$ cat config.mk
export PLATFORM = sky130hd
export DESIGN_NAME = sr_drive_ctrl_flat
export DESIGN_NICKNAME = d
export VERILOG_FILES = /design/src/rtl/sr_drive_ctrl_pkg.sv /design/src/rtl/sr_drive_ctrl_if.sv /design/src/rtl/sr_drive_ctrl_debounce.sv /design/src/rtl/sr_drive_ctrl.sv /design/src/flat_wrapper.sv
export SDC_FILE = /design/constraint.sdc
export NUM_CORES = 1
export LEC_CHECK = 0
export ABC_CLOCK_PERIOD_IN_PS = 1800
export BUFFER_PORTS_ARGS = -buffer_cell sky130_fd_sc_hd__buf_2
export CORE_MARGIN = 2
export CORE_UTILIZATION = 50
export DETAILED_ROUTE_END_ITERATION = 10
export PLACE_DENSITY = 0.66
export SETUP_SLACK_MARGIN = 0.02
export SYNTH_ARGS = -nofsm -noshare
export SYNTH_HDL_FRONTEND = slang
export SYNTH_SLANG_ARGS = --single-unit
$ cat constraint.sdc
create_clock -name clk -period 1.8 [get_ports clk]
set_input_delay 0.36 -clock clk [delete_from_list [all_inputs] [get_ports clk]]
set_output_delay 0.36 -clock clk [all_outputs]
set_load 0.05 [all_outputs]
$ cat src/rtl/sr_drive_ctrl_pkg.sv
// Shared types and sizing for the SR latch drive controller and its benches.
package sr_pkg;

  typedef enum logic [1:0] {
    IDLE      = 2'd0,
    SET_PULSE = 2'd1,
    RST_PULSE = 2'd2,
    GAP       = 2'd3
  } sr_state_e;

  localparam int PULSE_CNT_W = 4;

  // Debounce counter width: enough bits to hold DEBOUNCE_CYCLES.
  function automatic int dbc_width(input int n);
    return $clog2(n + 1);
  endfunction

endpackage

$ cat src/rtl/sr_drive_ctrl_if.sv
// Button inputs and latch drive outputs of the SR drive controller.
interface sr_drive_if;
  logic set_btn;
  logic reset_btn;
  logic s_out;
  logic r_out;
  logic busy;
  logic conflict;

  modport master (output set_btn, reset_btn, input s_out, r_out, busy, conflict);
  modport slave  (input set_btn, reset_btn, output s_out, r_out, busy, conflict);
endinterface

$ cat src/rtl/sr_drive_ctrl_debounce.sv
// Two-flop synchronizer followed by a consecutive-cycle debouncer.
module sr_debounce
  import sr_pkg::*;
#(
  parameter int DEBOUNCE_CYCLES = 4
) (
  input  logic clk,
  input  logic rst,
  input  logic raw,
  output logic level
);

  localparam int CW = dbc_width(DEBOUNCE_CYCLES);

  logic [1:0]    sync;
  logic [CW-1:0] cnt;

  // Synchronize, then accept a new level only after it has held long enough.
  always_ff @(posedge clk) begin
    if (rst) begin
      sync  <= '0;
      cnt   <= '0;
      level <= 1'b0;
    end else begin
      sync <= {sync[0], raw};
      if (sync[1] == level) begin
        cnt <= '0;
      end else if (cnt >= CW'(DEBOUNCE_CYCLES - 1)) begin
        level <= sync[1];
        cnt   <= '0;
      end else begin
        cnt <= cnt + CW'(1);
      end
    end
  end

endmodule

$ cat src/rtl/sr_drive_ctrl.sv
// Turns debounced set/reset buttons into non-overlapping SR latch pulses.
module sr_drive_ctrl
  import sr_pkg::*;
#(
  parameter int DEBOUNCE_CYCLES = 4,
  parameter int PULSE_CYCLES    = 2
) (
  input  logic        clk,
  input  logic        rst,
  sr_drive_if.slave   bus
);

  logic                   lvl_s, lvl_r;
  logic                   lvl_s_q, lvl_r_q;
  logic                   req_s, req_r;
  sr_state_e              state, state_n;
  logic                   pend_s, pend_r, pend_s_n, pend_r_n;
  logic                   conflict_c;
  logic [PULSE_CNT_W-1:0] pcnt;
  logic                   s_q, r_q;

  sr_debounce #(.DEBOUNCE_CYCLES(DEBOUNCE_CYCLES)) u_db_set (
    .clk(clk), .rst(rst), .raw(bus.set_btn), .level(lvl_s)
  );

  sr_debounce #(.DEBOUNCE_CYCLES(DEBOUNCE_CYCLES)) u_db_rst (
    .clk(clk), .rst(rst), .raw(bus.reset_btn), .level(lvl_r)
  );

  // Rising-edge detect on debounced levels gives one-cycle requests.
  always_ff @(posedge clk) begin
    if (rst) begin
      lvl_s_q <= 1'b0;
      lvl_r_q <= 1'b0;
      req_s   <= 1'b0;
      req_r   <= 1'b0;
    end else begin
      lvl_s_q <= lvl_s;
      lvl_r_q <= lvl_r;
      req_s   <= lvl_s & ~lvl_s_q;
      req_r   <= lvl_r & ~lvl_r_q;
    end
  end

  // Next state: IDLE serves fresh or pending requests, busy states queue them.
  always_comb begin
    state_n    = state;
    pend_s_n   = pend_s;
    pend_r_n   = pend_r;
    conflict_c = 1'b0;
    case (state)
      IDLE: begin
        pend_s_n = 1'b0;
        pend_r_n = 1'b0;
        if ((req_s | pend_s) && (req_r | pend_r)) conflict_c = 1'b1;
        else if (req_s | pend_s)                  state_n    = SET_PULSE;
        else if (req_r | pend_r)                  state_n    = RST_PULSE;
      end
      SET_PULSE, RST_PULSE: begin
        pend_s_n = pend_s | req_s;
        pend_r_n = pend_r | req_r;
        if (pcnt >= PULSE_CNT_W'(PULSE_CYCLES - 1)) state_n = GAP;
      end
      GAP: begin
        pend_s_n = pend_s | req_s;
        pend_r_n = pend_r | req_r;
        state_n  = IDLE;
      end
      default: state_n = IDLE;
    endcase
  end

  // State, pending flags, pulse timer and registered latch drives.
  always_ff @(posedge clk) begin
    if (rst) begin
      state  <= IDLE;
      pend_s <= 1'b0;
      pend_r <= 1'b0;
      pcnt   <= '0;
      s_q    <= 1'b0;
      r_q    <= 1'b0;
    end else begin
      state  <= state_n;
      pend_s <= pend_s_n;
      pend_r <= pend_r_n;
      pcnt   <= (state_n != state || state == IDLE) ? '0 : pcnt + PULSE_CNT_W'(1);
      s_q    <= (state_n == SET_PULSE);
      r_q    <= (state_n == RST_PULSE);
    end
  end

  assign bus.s_out    = s_q;
  assign bus.r_out    = r_q;
  assign bus.busy     = (state != IDLE);
  assign bus.conflict = conflict_c;

endmodule

$ cat src/flat_wrapper.sv
// flat-port wrapper written by rule: the top's interface ports become plain ports
module sr_drive_ctrl_flat import sr_pkg::*;
#(
  parameter int DEBOUNCE_CYCLES = 4,
  parameter int PULSE_CYCLES    = 2
)
  (clk, rst, bus_set_btn, bus_reset_btn, bus_s_out, bus_r_out, bus_busy, bus_conflict);
  sr_drive_if bus_i ();
  input  logic clk;
  input  logic rst;
  input wire logic [$bits(bus_i.set_btn)-1:0] bus_set_btn;
  input wire logic [$bits(bus_i.reset_btn)-1:0] bus_reset_btn;
  output wire logic [$bits(bus_i.s_out)-1:0] bus_s_out;
  output wire logic [$bits(bus_i.r_out)-1:0] bus_r_out;
  output wire logic [$bits(bus_i.busy)-1:0] bus_busy;
  output wire logic [$bits(bus_i.conflict)-1:0] bus_conflict;
  assign bus_i.set_btn = bus_set_btn;
  assign bus_i.reset_btn = bus_reset_btn;
  assign bus_s_out = bus_i.s_out;
  assign bus_r_out = bus_i.r_out;
  assign bus_busy = bus_i.busy;
  assign bus_conflict = bus_i.conflict;
  sr_drive_ctrl #(.DEBOUNCE_CYCLES(DEBOUNCE_CYCLES), .PULSE_CYCLES(PULSE_CYCLES)) u_core (.clk(clk), .rst(rst), .bus(bus_i));
endmodule
# Word-level counts from Yosys, hierarchy flattened
# Cells that the tools add are included.
# word_totals
register_bits	26
input_bits	4
out_inout_bits	4
wordCells	58
# op_classes
addsub	3
n_lt_le_gt_ge	3
n_eq_ne	8
mux	9
n_bitwise	8
reduce_logical	11
# op_table
operator	n
$reduce_or 3->1	3
$mux 2	4
$add 3x1->3 const B	2
$eq 2x2->1 const B	3
$ge 3x2->1 const B	2
$pmux 2 s3	1
$add 4x1->4 const B	1
$eq 2x1->1 const B	2
$ge 4x1->1 const B	1
$not 1->1	4
$pmux 1 s2	2
$reduce_and 2->1	2
$reduce_or 2->1	2
$and 1x1->1	2
$eq 1x1->1	2
$logic_not 2->1	1
$mux 1	2
$ne 2x2->1	1
$or 1x1->1	2
$reduce_bool 2->1	1
$logic_and 1x1->1	1
$logic_or 1x1->1	1

# Logic depth before layout (Yosys ltp)
# logic_depth
ltp_word	8
mapped_depth	7
ltp_nobuf	6

# By module
# From an unflattened synthesis, not the netlist that was laid out.
# hier_totals
cells_unflattened	99
area_unflattened_um2	1064.8
# by_module_without_submodules
module	instances	cells_each	area_each_um2	seq_area_each_um2
sr_drive_ctrl	1	61	606.8	280.3
sr_debounce	2	19	229.0	120.1

# Worst setup path before layout
# No wires, ideal clock.
# synth_path
path_kind	reg2out
from	register u_core.state[0]
to	output bus_conflict
t_arrival_ns	2.258
required_ns	1.440
path_slack_ns	-0.818
path_stages_with_launch	6
path_buffers	1
path_cell_list	dfxtp_1 inv_1 ha_1 clkbuf_1 inv_1 nor3_1
# synth_between
elab_chain_cells	2
# synth_rtl
item	line_no	rtl
from (decl)	sr_drive_ctrl.sv:16	sr_state_e state, state_n;
from (signal assigned)	sr_drive_ctrl.sv:83	state <= state_n;
$logic_not 2->1	sr_drive_ctrl.sv:51	case (state)
$mux 1	sr_drive_ctrl.sv:51	
to (decl)	flat_wrapper.sv:16	output wire logic [$bits(bus_i.conflict)-1:0] bus_conflict;
# Every way passes these cells.

# Final worst setup path
# layout_path
from	register u_core.state[0]
to	output bus_busy
# layout_between
elab_chain_cells	1
# layout_rtl
item	line_no	rtl
$reduce_bool 2->1	sr_drive_ctrl.sv:94	assign bus.busy = (state != IDLE);
to (decl)	flat_wrapper.sv:15	output wire logic [$bits(bus_i.busy)-1:0] bus_busy;
# Every way passes these cells.

==> results.py <==
metrics = {
    "synth": {
        "synth_cell_types": 25,
        "ys_ff_latch": 26,
        "synth_nets": 115,
        "netlist_instances": 103,
        "yosysWarningCount": 0,
        "syn_area_um2": 1040,
        "synth_seq_area_share_pct": 50.1,
        "synth.avg_cell_area_um2": 10.1,
    },
    "placed_design": {
        "place.port_buffers": 7,
        "dp_worst_setup_slack_ns": 0.0265,
        "dp_cells": 135,
        "gp_congestion": 0.831,
        "hpwlAfterDp_mm": 1.07,
    },
    "floorplanning": {
        "dieArea_um2": 2460,
        "start_util_pct": 53.0,
        "row_count": 16,
        "die_y_um": 49.6,
        "core-area_um2": 1960,
        "ioPinCount": 8,
        "die_w_um": 49.6,
    },
    "route": {
        "vias": 689,
        "drc_errors": 0,
        "routedWlPerCell_um": 10.5,
        "drt_iter0_drc": 8,
        "first_pass_iters": 4,
        "routed_wl_mm": 1.51,
        "vias_per_cell": 4.82,
        "ant_nets": 0,
    },
    "min_path": {
        "hold_end": "u_core.u_db_set.sync[0]",
        "holdPathStages": 2,
        "min-delay-path-class": "in2reg",
        "hold_start": "bus_set_btn",
    },
    "layout": {
        "nets": 129,
        "syn2layout_area_growth_pct": 18.4,
        "final_cell_mix": "dfxtp_1, nor2_1, nor2b_1",
        "final_util_pct": 62.8,
        "instances_no_fill": 143,
        "antenna_cells": 0,
        "layout_commonest_cell": "dfxtp_1",
        "final_layout_size_suffix_gt1_share_pct": 30.2,
    },
    "worst_setup_path": {
        "cp.required_ns": 1.44,
        "crit_path_start_kind": "flop",
        "crit_path_max_fanout": 4,
        "r2r_end": "u_core.pcnt[1]",
        "timing.rr.start": "u_core.pcnt[1]",
        "rr_worst_depth": 6,
        "critPathArrivalTime_ns": 1.37,
        "worstSetupPathType": "reg2out",
        "ff2ff_setup_slack_ns": 0.10,
        "worst_setup_path_end_kind": "primary output",
    },
    "sta": {
        "fin_setup_tns_ns": 0,
        "max_slew_margin_pct": 68.5,
        "worstMarginPinSlew_ns": 0.471,
        "clock.fmax_mhz": 577,
        "fin_crit_ns": 1.73,
        "timing.final.crit_share_pct": 96.3,
        "rsz0062_at_grt": "yes",
        "slew_viol_final": 0,
        "finalHoldViolCount": 0,
        "setup_viol": 0,
        "setup_slack_ns": 0.0670,
        "skew_ns": 0.00902,
    },
    "global_routing": {
        "grt_pass1_vias": 656,
        "grt_max_degree": 18,
        "grt_usage_pct": 14.0,
        "grt_pass1_wl_mm": 2.66,
        "grt-ovfl-total": 0,
        "antenna_found_initial": 0,
    },
    "clock_tree": {
        "cts.sinks": 26,
        "cts-root-buf": "clkbuf_4",
        "path_clk_slew_ns": 0.14,
        "cts_max_path_buffers": 2,
        "cts_tree": "done",
        "cts_buffers": 3,
        "htreeDepth": 1,
        "clkLatencyLatePin_ns": 0.31,
    },
    "power": {
        "power_density_nw_per_um2": 713,
        "peakVddDrop_mv": 0.749,
        "power_w": 0.000878,
        "p_leak_nw": 0.488,
    },
    "flow_run": {
        "maxCapViolations": 0,
    },
    "run_status": {
        "outcome": "complete, no violations",
    },
}
## logic make-up after synthesis
family / count (synthesis) / share of synthesized area, %
AO/OA/AOI/OAI: 12 / 9.39
XOR/XNOR: 4 / 3.37
adder cells (fa/ha/maj): 10 / 11.6
buffers and inverters: 12 / 4.33
flip-flops: 26 / 50.1
multiplexers: 2 / 1.93
AND/OR/NAND/NOR: 37 / 19.4
## flip-flops by register name (all words and copies together), names as in the netlist
name                   count
u_core.req_r               1
u_core.u_db_rst.cnt        3
u_core.pend_s              1
u_core.pend_r              1
u_core.u_db_set.cnt        3
u_core.state               2
u_core.req_s               1
u_core.bus.r_out           1
u_core.lvl_s_q             1
u_core.u_db_rst.level      1
u_core.pcnt                4
u_core.u_db_set.sync       2
u_core.u_db_rst.sync       2
u_core.u_db_set.level      1
u_core.lvl_r_q             1
u_core.bus.s_out           1
## cells in the mapped netlist
library cell	count	share of area, %
a211o_1	2	1.7
a21oi_2	2	1.7
a221oi_2	1	1.4
a31o_2	1	0.84
a31oi_1	1	0.60
clkbuf_1	2	0.72
dfxtp_1	26	50
ha_1	8	9.6
inv_1	10	3.6
maj3_1	2	1.9
mux2i_1	2	1.9
nand3_1	1	0.48
nor2_1	14	5.1
nor2b_1	9	5.4
nor3_1	7	3.4
nor3b_1	1	0.72
nor3b_2	1	1.2
o21a_1	3	2.2
o21ai_0	1	0.48
o21ai_1	1	0.48
or2_2	1	0.60
or3_1	2	1.2
or4b_4	1	1.3
xnor2_1	3	2.5
xor2_1	1	0.84
## through the flow
step	hold WS, ns	cell area (um^2)
after global routing	0.240	1230
after CTS	0.253	1190
after floorplan	0.367	1080
final	0.264	1230
after detailed placement	0.376	1130
after global placement	0.376	1130
## repair_timing
action,CTS,global route
hold buffers,0,0
setup endpoints to repair,4,7
setup buffers,1,3
cloned,0,0
resized for setup,4,6
pin swaps,1,5
## area by class of cell
cell class | count | area [um^2]
Tap cell | 27 | 33.8
Sequential cell | 26 | 528
Fill cell | 186 | 731
Multi-Input combinational cell | 65 | 520
Timing Repair Buffer | 11 | 71.3
Inverter | 10 | 41.3
Clock buffer | 4 | 36.3
## worst max path at each step
stage / endpoint / start
final: bus_busy / u_core.state[0]
after global routing: bus_busy / u_core.state[0]
after CTS: u_core.pcnt[2] / u_core.pcnt[1]
after detailed placement: u_core.pcnt[2] / u_core.pcnt[1]
after global placement: u_core.bus.r_out / u_core.pcnt[1]
after floorplan: bus_conflict / u_core.state[1]
## per-layer routing
layer | GRT usage (%) | share of wire [%] | up-vias
li1 | - | - | 371
met1 | 18.2 | 55 | 305
met2 | 22.2 | 41 | 11
met3 | 3.64 | 3.2 | 2
met4 | 5.56 | 0.86 | 0
met5 | 0 | 0 | -
## worst max-delay path, stage by stage (launching register included)
cell	delay, ns
dfxtp_4	0.39
inv_2	0.08
ha_4	0.15
clkinvlp_4	0.11
buf_4	0.14
buf_2	0.20
## where the power goes
part / switching (W) / leakage (nW) / total [W] / internal (W)
sequential: 0.00000254 / 0.213 / 0.000582 / 0.000579
combinational: 0.00000921 / 0.254 / 0.0000162 / 0.00000702
clock: 0.000157 / 0.0210 / 0.000280 / 0.000123
No activity file was read; power rests on OpenSTA's default activity.
